===== src/rtl/logic_unit_pkg.sv =====
// Shared encodings for the bitwise logic pipeline: operation select codes
// and the output-stage state encoding.
package logic_unit_pkg;

    localparam logic [2:0] OP_AND  = 3'b000;
    localparam logic [2:0] OP_NAND = 3'b001;
    localparam logic [2:0] OP_OR   = 3'b010;
    localparam logic [2:0] OP_NOR  = 3'b011;
    localparam logic [2:0] OP_XOR  = 3'b100;
    localparam logic [2:0] OP_XNOR = 3'b101;
    localparam logic [2:0] OP_NOTA = 3'b110;
    localparam logic [2:0] OP_PASS = 3'b111;

    typedef enum logic {
        ST_EMPTY = 1'b0,
        ST_FULL  = 1'b1
    } state_t;

endpackage


===== src/rtl/logic_op.sv =====
// Purely combinational bitwise operator selected by a 3-bit op code.
module logic_op
    import logic_unit_pkg::*;
#(
    parameter int WIDTH = 8
) (
    input  logic [WIDTH-1:0] a,
    input  logic [WIDTH-1:0] b,
    input  logic [2:0]       op,
    output logic [WIDTH-1:0] y
);

    // Select one bitwise function of a and b.
    always_comb begin
        y = '0;
        case (op)
            OP_AND:  y = a & b;
            OP_NAND: y = ~(a & b);
            OP_OR:   y = a | b;
            OP_NOR:  y = ~(a | b);
            OP_XOR:  y = a ^ b;
            OP_XNOR: y = ~(a ^ b);
            OP_NOTA: y = ~a;
            OP_PASS: y = a;
            default: y = '0;
        endcase
    end

endmodule


===== src/rtl/logic_unit_pipe.sv =====
// Single-stage valid/ready pipeline around logic_op, with an accumulator
// that can replace operand A and a counter of delivered results.
//
// state    | meaning
// ---------+-----------------------------------------------
// ST_EMPTY | no result held, out_valid=0, always ready
// ST_FULL  | result held, out_valid=1, ready only if out_ready
module logic_unit_pipe
    import logic_unit_pkg::*;
#(
    parameter int WIDTH   = 8,
    parameter int COUNT_W = 8
) (
    input  logic               clk,
    input  logic               reset_n,
    input  logic               in_valid,
    output logic               in_ready,
    input  logic [WIDTH-1:0]   a,
    input  logic [WIDTH-1:0]   b,
    input  logic [2:0]         op,
    input  logic               acc_en,
    input  logic               acc_clr,
    output logic               out_valid,
    input  logic               out_ready,
    output logic [WIDTH-1:0]   result,
    output logic               zero,
    output logic [COUNT_W-1:0] op_count
);

    state_t               r_state;
    logic                 r_out_valid;
    logic [WIDTH-1:0]     r_result;
    logic                 r_zero;
    logic [WIDTH-1:0]     r_acc;
    logic [COUNT_W-1:0]   r_count;

    logic                 w_accept;
    logic                 w_deliver;
    logic [WIDTH-1:0]     w_op_a;
    logic [WIDTH-1:0]     w_y;
    logic                 w_zero;

    assign in_ready  = !r_out_valid || out_ready;
    assign w_accept  = in_valid && in_ready;
    assign w_deliver = r_out_valid && out_ready;

    // A clear coinciding with an accumulate makes the accumulator read as zero.
    assign w_op_a = acc_en ? (acc_clr ? '0 : r_acc) : a;
    assign w_zero = (w_y == '0);

    logic_op #(.WIDTH(WIDTH)) u_logic_op (
        .a  (w_op_a),
        .b  (b),
        .op (op),
        .y  (w_y)
    );

    // Output-stage FSM with registered result, zero flag and valid.
    always_ff @(posedge clk) begin
        if (!reset_n) begin
            r_state     <= ST_EMPTY;
            r_out_valid <= 1'b0;
            r_result    <= '0;
            r_zero      <= 1'b0;
        end else begin
            case (r_state)
                ST_EMPTY: begin
                    if (w_accept) begin
                        r_state     <= ST_FULL;
                        r_out_valid <= 1'b1;
                        r_result    <= w_y;
                        r_zero      <= w_zero;
                    end
                end
                ST_FULL: begin
                    if (w_accept) begin
                        r_result <= w_y;
                        r_zero   <= w_zero;
                    end else if (out_ready) begin
                        r_state     <= ST_EMPTY;
                        r_out_valid <= 1'b0;
                    end
                end
                default: begin
                    r_state     <= ST_EMPTY;
                    r_out_valid <= 1'b0;
                end
            endcase
        end
    end

    // Accumulator: a new result wins over a clear in the same cycle.
    always_ff @(posedge clk) begin
        if (!reset_n) begin
            r_acc <= '0;
        end else if (w_accept) begin
            r_acc <= w_y;
        end else if (acc_clr) begin
            r_acc <= '0;
        end
    end

    // Count delivered results, wrapping naturally at the counter width.
    always_ff @(posedge clk) begin
        if (!reset_n) begin
            r_count <= '0;
        end else if (w_deliver) begin
            r_count <= r_count + COUNT_W'(1);
        end
    end

    assign out_valid = r_out_valid;
    assign result    = r_result;
    assign zero      = r_zero;
    assign op_count  = r_count;

endmodule


===== config.mk =====
export PLATFORM = sky130hd
export DESIGN_NAME = logic_unit_pipe
export DESIGN_NICKNAME = d
export VERILOG_FILES = /design/src/rtl/logic_unit_pkg.sv /design/src/rtl/logic_op.sv /design/src/rtl/logic_unit_pipe.sv
export SDC_FILE = /design/constraint.sdc
export NUM_CORES = 1
export LEC_CHECK = 0
export BUFFER_PORTS_ARGS = -buffer_cell sky130_fd_sc_hd__buf_4
export CAP_MARGIN = 20
export CORE_ASPECT_RATIO = 0.75
export CORE_UTILIZATION = 32
export DETAILED_ROUTE_END_ITERATION = 6
export GPL_ROUTABILITY_DRIVEN = 0
export MAX_ROUTING_LAYER = met4
export PLACE_DENSITY = 0.58
export RECOVER_POWER = 25
export SLEW_MARGIN = 25
export SYNTH_ARGS = -nofsm -noshare
export SYNTH_HDL_FRONTEND = slang
export SYNTH_SLANG_ARGS = --single-unit

===== constraint.sdc =====
create_clock -name clk -period 2.68 [get_ports clk]
set_input_delay 0.134 -clock clk [delete_from_list [all_inputs] [get_ports clk]]
set_output_delay 0.134 -clock clk [all_outputs]
set_load 0.02 [all_outputs]

---- Word-level counts from Yosys, hierarchy flattened ----
Cells that the tools add are included.
word-level totals
  register bits after elaboration ......... 27
  bits in latches ......................... 0
  memory bits (writable) .................. 0
  bits in read-only memories .............. 0
  input bits .............................. 25
  output and inout port bits .............. 19
  logic and storage cells ................. 46
  memories kept ........................... 0
operators by class
  add/subtract/negate cells ............... 1
  multiply operators ...................... 0
  div/mod/pow operators ................... 0
  $lt $le $gt $ge ......................... 0
  equality and inequality tests ........... 10
  shifts and indexed selects .............. 0
  mux-type cells .......................... 14
  bitwise operators ....................... 8
  reductions and logical operators ........ 7
operator list
  operator             number
  $pmux 8 s8           1
  $mux 8               4
  $not 8->8            4
  $eq 3x3->1 const B   4
  $add 8x1->8 const B  1
  $and 8x8->8          1
  $logic_not 8->1      1
  $or 8x8->8           1
  $xor 8x8->8          1
  $mux 1               7
  $eq 3x2->1 const B   2
  $ne 2x2->1 const B   3
  $pmux 1 s2           2
  $eq 3x1->1 const B   1
  $logic_not 3->1      1
  $reduce_and 3->1     1
  $logic_and 1x1->1    2
  $logic_not 1->1      1
  $logic_or 1x1->1     1
  $not 1->1            1

---- Depth between registers and ports, before layout ----
Gate-level depths: netlist of run 1.
  depth in word-level cells ............... 7
  gate-level depth with buffers ........... 11
  gate-level depth less buffers ........... 10

---- Modules after synthesis ----
From an unflattened synthesis of run 1, not the netlist that was laid out.
unflattened totals
  cell total of the unflattened synthesis .. 195
  area, all modules ....................... 1,734.2 sq um
modules (own cells, without submodules)
  module           times used  cells an instance  area an instance (sq um)
  logic_unit_pipe  1           136                1,173.6
  logic_op         1           59                 560.5

---- Worst setup path before layout of run 1 ----
No wires, ideal clock.
  kind .................................... register -> register
  from .................................... reg r_acc[1]
  to ...................................... reg r_zero (netlist: zero)
  data arrival time ....................... 1.914 ns
  required time ........................... 2.584 ns
  setup slack ............................. 0.670 ns
  cell stages (with the launch flop) ...... 10
  path buffers ............................ 0
  period minus slack after synthesis ...... 2.010 ns
  cell sequence ........................... dfxtp_1 > nand2b_1 > mux2i_1 > inv_1 > ha_1 > a221oi_1 > o21ai_0 > nor4_1 > o21ai_1 > o41ai_2
between the ends
  longest elaborated chain between the ends .. 7
  elaborated cells on any way between the ends .. 12
  those cells by class .................... 4 x mux; 7 x bitwise; 1 x reduce/logical
RTL lines
  element                              RTL line                                        RTL
  start, declared                      logic_unit_pipe.sv:34                           logic [WIDTH-1:0] r_acc;
  start signal, assigned               logic_unit_pipe.sv:97                           r_acc <= w_y;
  $mux 8 *                             --
  $mux 8 *                             logic_unit_pipe.sv:48                           assign w_op_a = acc_en ? (acc_clr ? '0 : r_acc) : a;
  $xor 8x8->8 (tied with other cells)  logic_op.sv:21, logic_op.sv:22
  $not 8->8 (on tied branches)         logic_op.sv:22, logic_op.sv:18, logic_op.sv:20
  $pmux 8 s8 *                         logic_op.sv:16                                  case (op)
  $logic_not 8->1 *                    logic_unit_pipe.sv:49                           assign w_zero = (w_y == '0);
  $mux 1 *                             logic_unit_pipe.sv:68, logic_unit_pipe.sv:76
  end signal, assigned                 logic_unit_pipe.sv:72                           r_zero <= w_zero;
  end signal, assigned                 logic_unit_pipe.sv:78                           r_zero <= w_zero;
  end, declared                        logic_unit_pipe.sv:33                           logic r_zero;
Mark *: on every way between the ends. The rest lies on a longest branch, timed or not. The select of a mux whose other input is x is not followed.
A chain may end at the register's enable or synchronous reset.

---- Worst setup path in the final report of run 1 ----
  from .................................... reg r_acc[0]
  to ...................................... reg r_zero (netlist: zero)
The elaborated chain is that of the path after synthesis.

==> results of run 1 <==
## worst reg2reg max path, delay by kind of cell, from the launching register on
family | cells | cell delay (ps)
simple gates | 2 | 370
buf+inv | 1 | 90
fa+ha+maj | 1 | 270
flops | 1 | 330
mux | 1 | 230
compound gates | 4 | 890
## layer usage
layer	up-vias	global-route usage
met3	2	0.02961
li1	870	-
met5	-	-
met1	775	0.2252
met2	32	0.2206
met4	0	0.01587
## synthesized netlist by cell type (all sizes together) (3+ instances only)
master / count / share of area
inv: 24 / 0.047
nor3b: 4 / 0.016
nand3b: 4 / 0.016
o21a: 6 / 0.023
a221oi: 4 / 0.018
nand2: 19 / 0.037
and2: 12 / 0.040
o21ai: 11 / 0.029
and3: 4 / 0.013
a21boi: 5 / 0.019
nor2b: 3 / 0.011
mux2i: 4 / 0.021
nor2: 14 / 0.027
nand3: 3 / 0.0078
nand2b: 8 / 0.026
or3: 3 / 0.010
a21oi: 9 / 0.023
ha: 17 / 0.11
nand4: 4 / 0.013
buf: 7 / 0.031
dfxtp: 27 / 0.28
xnor2: 10 / 0.045
o211a: 3 / 0.016
## cell type report
cell class              instances  area [sq um]  share of cell area
clock buffers                   4         45.04             0.01968
inverters                      24         90.09             0.03937
multi-input cells             168          1230              0.5375
flip-flops and latches         27         540.5              0.2362
well taps                      78         97.59             0.04265
repair buffers                 43         285.3              0.1247
## logic make-up after synthesis
group	Yosys count
compound gates	49
mux	6
buf+inv	33
simple gates	86
xor+xnor	10
flops	27
fa+ha+maj	17
## worst max-delay path by stage
stage / endpoint
final: zero
after global routing: zero
after CTS: zero
after detailed placement: zero
after global placement: zero
after floorplan: zero
## state kept, by name (all words and copies together) (netlist names)
signal     flops
op_count       8
r_acc          8
result         8
out_valid      1
r_state        1
zero           1
## report_power, final
part	total [mW]	internal, mW	switching, mW
clock	0.229	0.106	0.123
combinational	0.263	0.117	0.146
sequential	0.440	0.427	0.0138
==> results_dict.tcl, run 1 <==
set metrics [dict create \
    cts_setup_buffers 0 \
    ant_nets 0 \
    wl_met3_um 180 \
    grt_overflow 0 \
    area_delta_synth_final_pct 18.77 \
    arrival_ps 2440 \
    ys_ff_latch 27 \
    antenna_cells 0 \
    postSynth.asyncResetShare 0 \
    setup_slack_ps 419.4 \
    crit_type "reg2reg" \
    status "finished, final reports clean" \
    critPathMaxFanout 3 \
    path_clk_slew_ps 90 \
    h-tree-depth 1 \
    yosysWarnings 0 \
    met1Wirelength_um 2457 \
    skew_ps 0.8502 \
    synthFlopType "dfxtp_1" \
    power_mw 0.9331 \
    io_pins 44 \
    synth_compound_area_frac 0.1851 \
    critPathMaxStageDelay_ps 330 \
    drive_gt1_frac 0.1842 \
    drt-pass1-iter-count 5 \
    final_cell_mix "buf_4, dfxtp_1, inv_1" \
    hold_violations 0 \
    min_period_ps 2261 \
    drcViolationCount 0 \
    coreArea_sq_um 5796 \
    min_to "out_valid" \
    antenna_found_initial 0 \
    synth_cells 228 \
    rsz0062_at_grt "false" \
    clockRootBuffer "clkbuf_8" \
    port_buffers 43 \
    dpl-instance-area_sq_um 2281 \
    vdd_drop_max_mv 0.1803 \
    grt_pass1_vias 1619 \
    timing.rr.end "zero" \
    setup_viol 0 \
    synth_mux_area_frac 0.04416 \
    synth_area_per_cell_sq_um 8.451 \
    num_vias 1679 \
    worstHoldPathCells 3 \
    design_area_sq_um 2288 \
    cts_tree "yes" \
    grt_pass1_wl_um 7769 \
    hpwlAfterDp_um 3396 \
    finalHoldWorstSlack_ps 135.2 \
    endpoint_kind "flip-flop" \
    grtUsageTotal 0.1523 \
    cap_violations 0 \
    min_path_type "in2reg" \
    fp.dieArea_sq_um 6339 \
    worst_pin_slew_ps 423.1 \
    path_cells "nand2b_1, mux2i_1, inv_1, ha_1, a221oi_1, o21ai_0, nor4_1, o21ai_1, o41ai_2" \
    drtIter0Drc 80 \
    drt_wl_total_um 4395 \
    rr_startpoint "r_acc[0]" \
    fp-row-count 24 \
    power_density_nw_per_um2 407.7 \
    synth-edff-count 0 \
    slew_viol_final 0 \
    crit_path_top_delay_cell "dfxtp_1" \
    clk_latency_ps 270 \
    wl_met2_um 1747 \
    cts_max_path_buffers 2 \
    die_height_um 69.20 \
    ctsResizeCount 0 \
    dp_slack_ps 374.0 \
    dp.cells 340 \
    crit_path_start_kind "flip-flop" \
    hold_buffers 0 \
    mappedNetlistArea_sq_um 1927 \
    grt_max_degree 25 \
    path_buf_inv 1 \
    yosys.area_share.simple 0.2532 \
    syn-num-nets 270 \
    routed.top_layer "met4" \
    hold_start "in_valid" \
    synth_top_family_by_area "simple AND/OR/NAND/NOR gates" \
    ys_seq_area_frac 0.2805 \
    p_leak_nw 1.046 \
    synthXorXnorAreaFrac 0.04545 \
    crit_family "compound AO/OA/AOI/OAI gates" \
    min_period_over_period 0.8435 \
    vias_per_cell 4.881 \
    worstSetupPathDepth 9 \
    cts_sinks 27 \
    clock.fmax_mhz 442.4 \
    post-route-util 0.3949 \
    startpoint "r_acc[0]" \
    reg2reg_slack_ps 420 \
    synth_cell_type_count 48 \
    fillers 617 \
    final_cells 344 \
    relSlewSlack 0.7149 \
    final_common_cell "buf_4" \
    crit_required_ps 2860 \
    cts_buffers 3 \
    initial_core_util 0.3325 \
    nets 309 \
    die_w_um 91.60 \
    wl_per_cell_um 12.78 \
    synth_fa_ha_area_frac 0.1104 \
    rr_worst_depth 9 \
    fin_tns_setup_ps 0 \
]
(Power assumes the default switching activity.)
==> inputs of run 2 (changes only) <==
clock period = 2.15 ns   (was 2.68 ns; I/O delays follow)
==> run 2 against run 1 <==
  * Cell area is 5.0% higher
  * Sequential cell count stayed put
  * Clock power is 22% higher
  * Sequential power is 25% higher
  * Wire length is 1.2% higher
  * Combinational power is 40% higher
  * Setup slack worse by 350 ps
  * Register-to-register slack worse by 350 ps
  * Maximum frequency is 8.7% higher
  * Largest power group unchanged
==> results_dict.tcl, run 2 (synthesis results as in run 1) <==
set metrics [dict create \
    status "finished, final reports clean" \
    grt_max_degree 25 \
    relSlewSlack 0.7168 \
    min_period_ps 2080 \
    drtIter0Drc 73 \
    port_buffers 43 \
    min_path_type "in2reg" \
    ant_nets 0 \
    rsz0062_at_grt "true" \
    hpwlAfterDp_um 3423 \
    regArea_sq_um 540.5 \
    crit_type "reg2reg" \
    power_mw 1.195 \
    grtUsageTotal 0.1497 \
    cts_buffers 3 \
    crit_path_start_kind "flip-flop" \
    critPathMaxFanout 3 \
    coreArea_sq_um 5796 \
    fp.dieArea_sq_um 6339 \
    clock.fmax_mhz 480.7 \
    die_height_um 69.20 \
    skew_ps 2.507 \
    clockRootBuffer "clkbuf_8" \
    p_leak_nw 1.097 \
    power_density_nw_per_um2 497.3 \
    io_pins 44 \
    cts_max_path_buffers 2 \
    cap_violations 0 \
    reg2reg_slack_ps 70 \
    grt_pass1_wl_um 7583 \
    num_vias 1717 \
    crit_required_ps 2330 \
    path_cells "nor2b_2, mux2i_2, ha_1, mux4_2, xnor2_1, nand4b_1, o41ai_2" \
    nets 317 \
    grt_pass1_vias 1668 \
    endpoint_kind "flip-flop" \
    slew_viol_final 0 \
    drt-pass1-iter-count 4 \
    final_common_cell "buf_4" \
    drive_gt1_frac 0.2518 \
    arrival_ps 2260 \
    crit_path_top_delay_cell "mux4_2" \
    h-tree-depth 1 \
    worst_pin_slew_ps 423.2 \
    clk_latency_ps 260 \
    final_cell_mix "buf_4, dfxtp_1, inv_1" \
    antenna_found_initial 0 \
    setup_viol 0 \
    critPathMaxStageDelay_ps 470 \
    initial_core_util 0.3325 \
    drcViolationCount 0 \
    min_period_over_period 0.9676 \
    area_delta_synth_final_pct 24.74 \
    multi_input_area_sq_um 1277 \
    path_clk_slew_ps 90 \
    wl_per_cell_um 12.63 \
    fp-row-count 24 \
    fin_tns_setup_ps 0 \
    cts_sinks 27 \
    fillers 603 \
    final_cells 352 \
    vias_per_cell 4.878 \
    drt_wl_total_um 4447 \
    hold_violations 0 \
    grt_overflow 0 \
    dp.cells 346 \
    antenna_cells 0 \
    die_w_um 91.60 \
    cts_tree "yes" \
    vdd_drop_max_mv 0.2780 \
]
[run 2: through the flow]
stage                     setup slack [ps]  instance area (sq um)  hold WS, ps    util
after floorplan                      140.4                   1927        259.4       -
after global placement              -64.93                   2326        386.3  0.4013
after detailed placement            -86.27                   2326        381.8  0.4013
after CTS                           -1.671                   2380        103.8  0.4106
after global routing                -41.30                   2404        122.2  0.4147
final                                69.56                   2404        107.0  0.4147
[run 2: layout make-up]
| type | count | area share |
|---|---|---|
| multi-input combinational | 168 | 0.5315 |
| tap | 78 | 0.04060 |
| sequential | 27 | 0.2249 |
| timing repair buffer | 51 | 0.1468 |
| inverter | 24 | 0.03748 |
| clock buffer | 4 | 0.01874 |
[run 2: power breakdown]
part | internal [mW] | switching, mW | total, mW
sequential | 0.532 | 0.0182 | 0.550
clock | 0.132 | 0.146 | 0.279
combinational | 0.173 | 0.194 | 0.367
total | 0.837 | 0.359 | 1.20
[run 2: what timing repair did]
| item | 4_1_cts | 5_1_grt |
|---|---|---|
| hold buffers | 0 | 0 |
| pin swaps | 1 | 4 |
| resized for setup | 2 | 13 |
| endpoints found under the setup margin | 3 | 9 |
| setup buffers | 0 | 2 |
| hold endpoints to repair | 0 | 0 |
[run 2: critical path: cells and delay by family (launching register included)]
family	cells	cell delay [ps]
multiplexers	2	670
XOR/XNOR	1	200
adder cells (fa/ha/maj)	1	270
AO/OA/AOI/OAI	1	260
flip-flops	1	300
AND/OR/NAND/NOR	2	290
[run 2: worst paths after layout]
kind	start	to	depth (start not counted)
max	r_acc[5]	zero	7
min	in_valid	out_valid	3
max reg2reg	r_acc[5]	zero	7
min reg2reg	result[5]	result[5]	1
[run 2: layer usage]
metal / routed length (um) / track usage / up-vias
li1: - / - / 881
met1: 2424 / 0.2091 / 798
met2: 1846 / 0.2314 / 36
met3: 167 / 0.02961 / 2
met4: 8 / 0.01587 / 0
met5: 0 / - / -
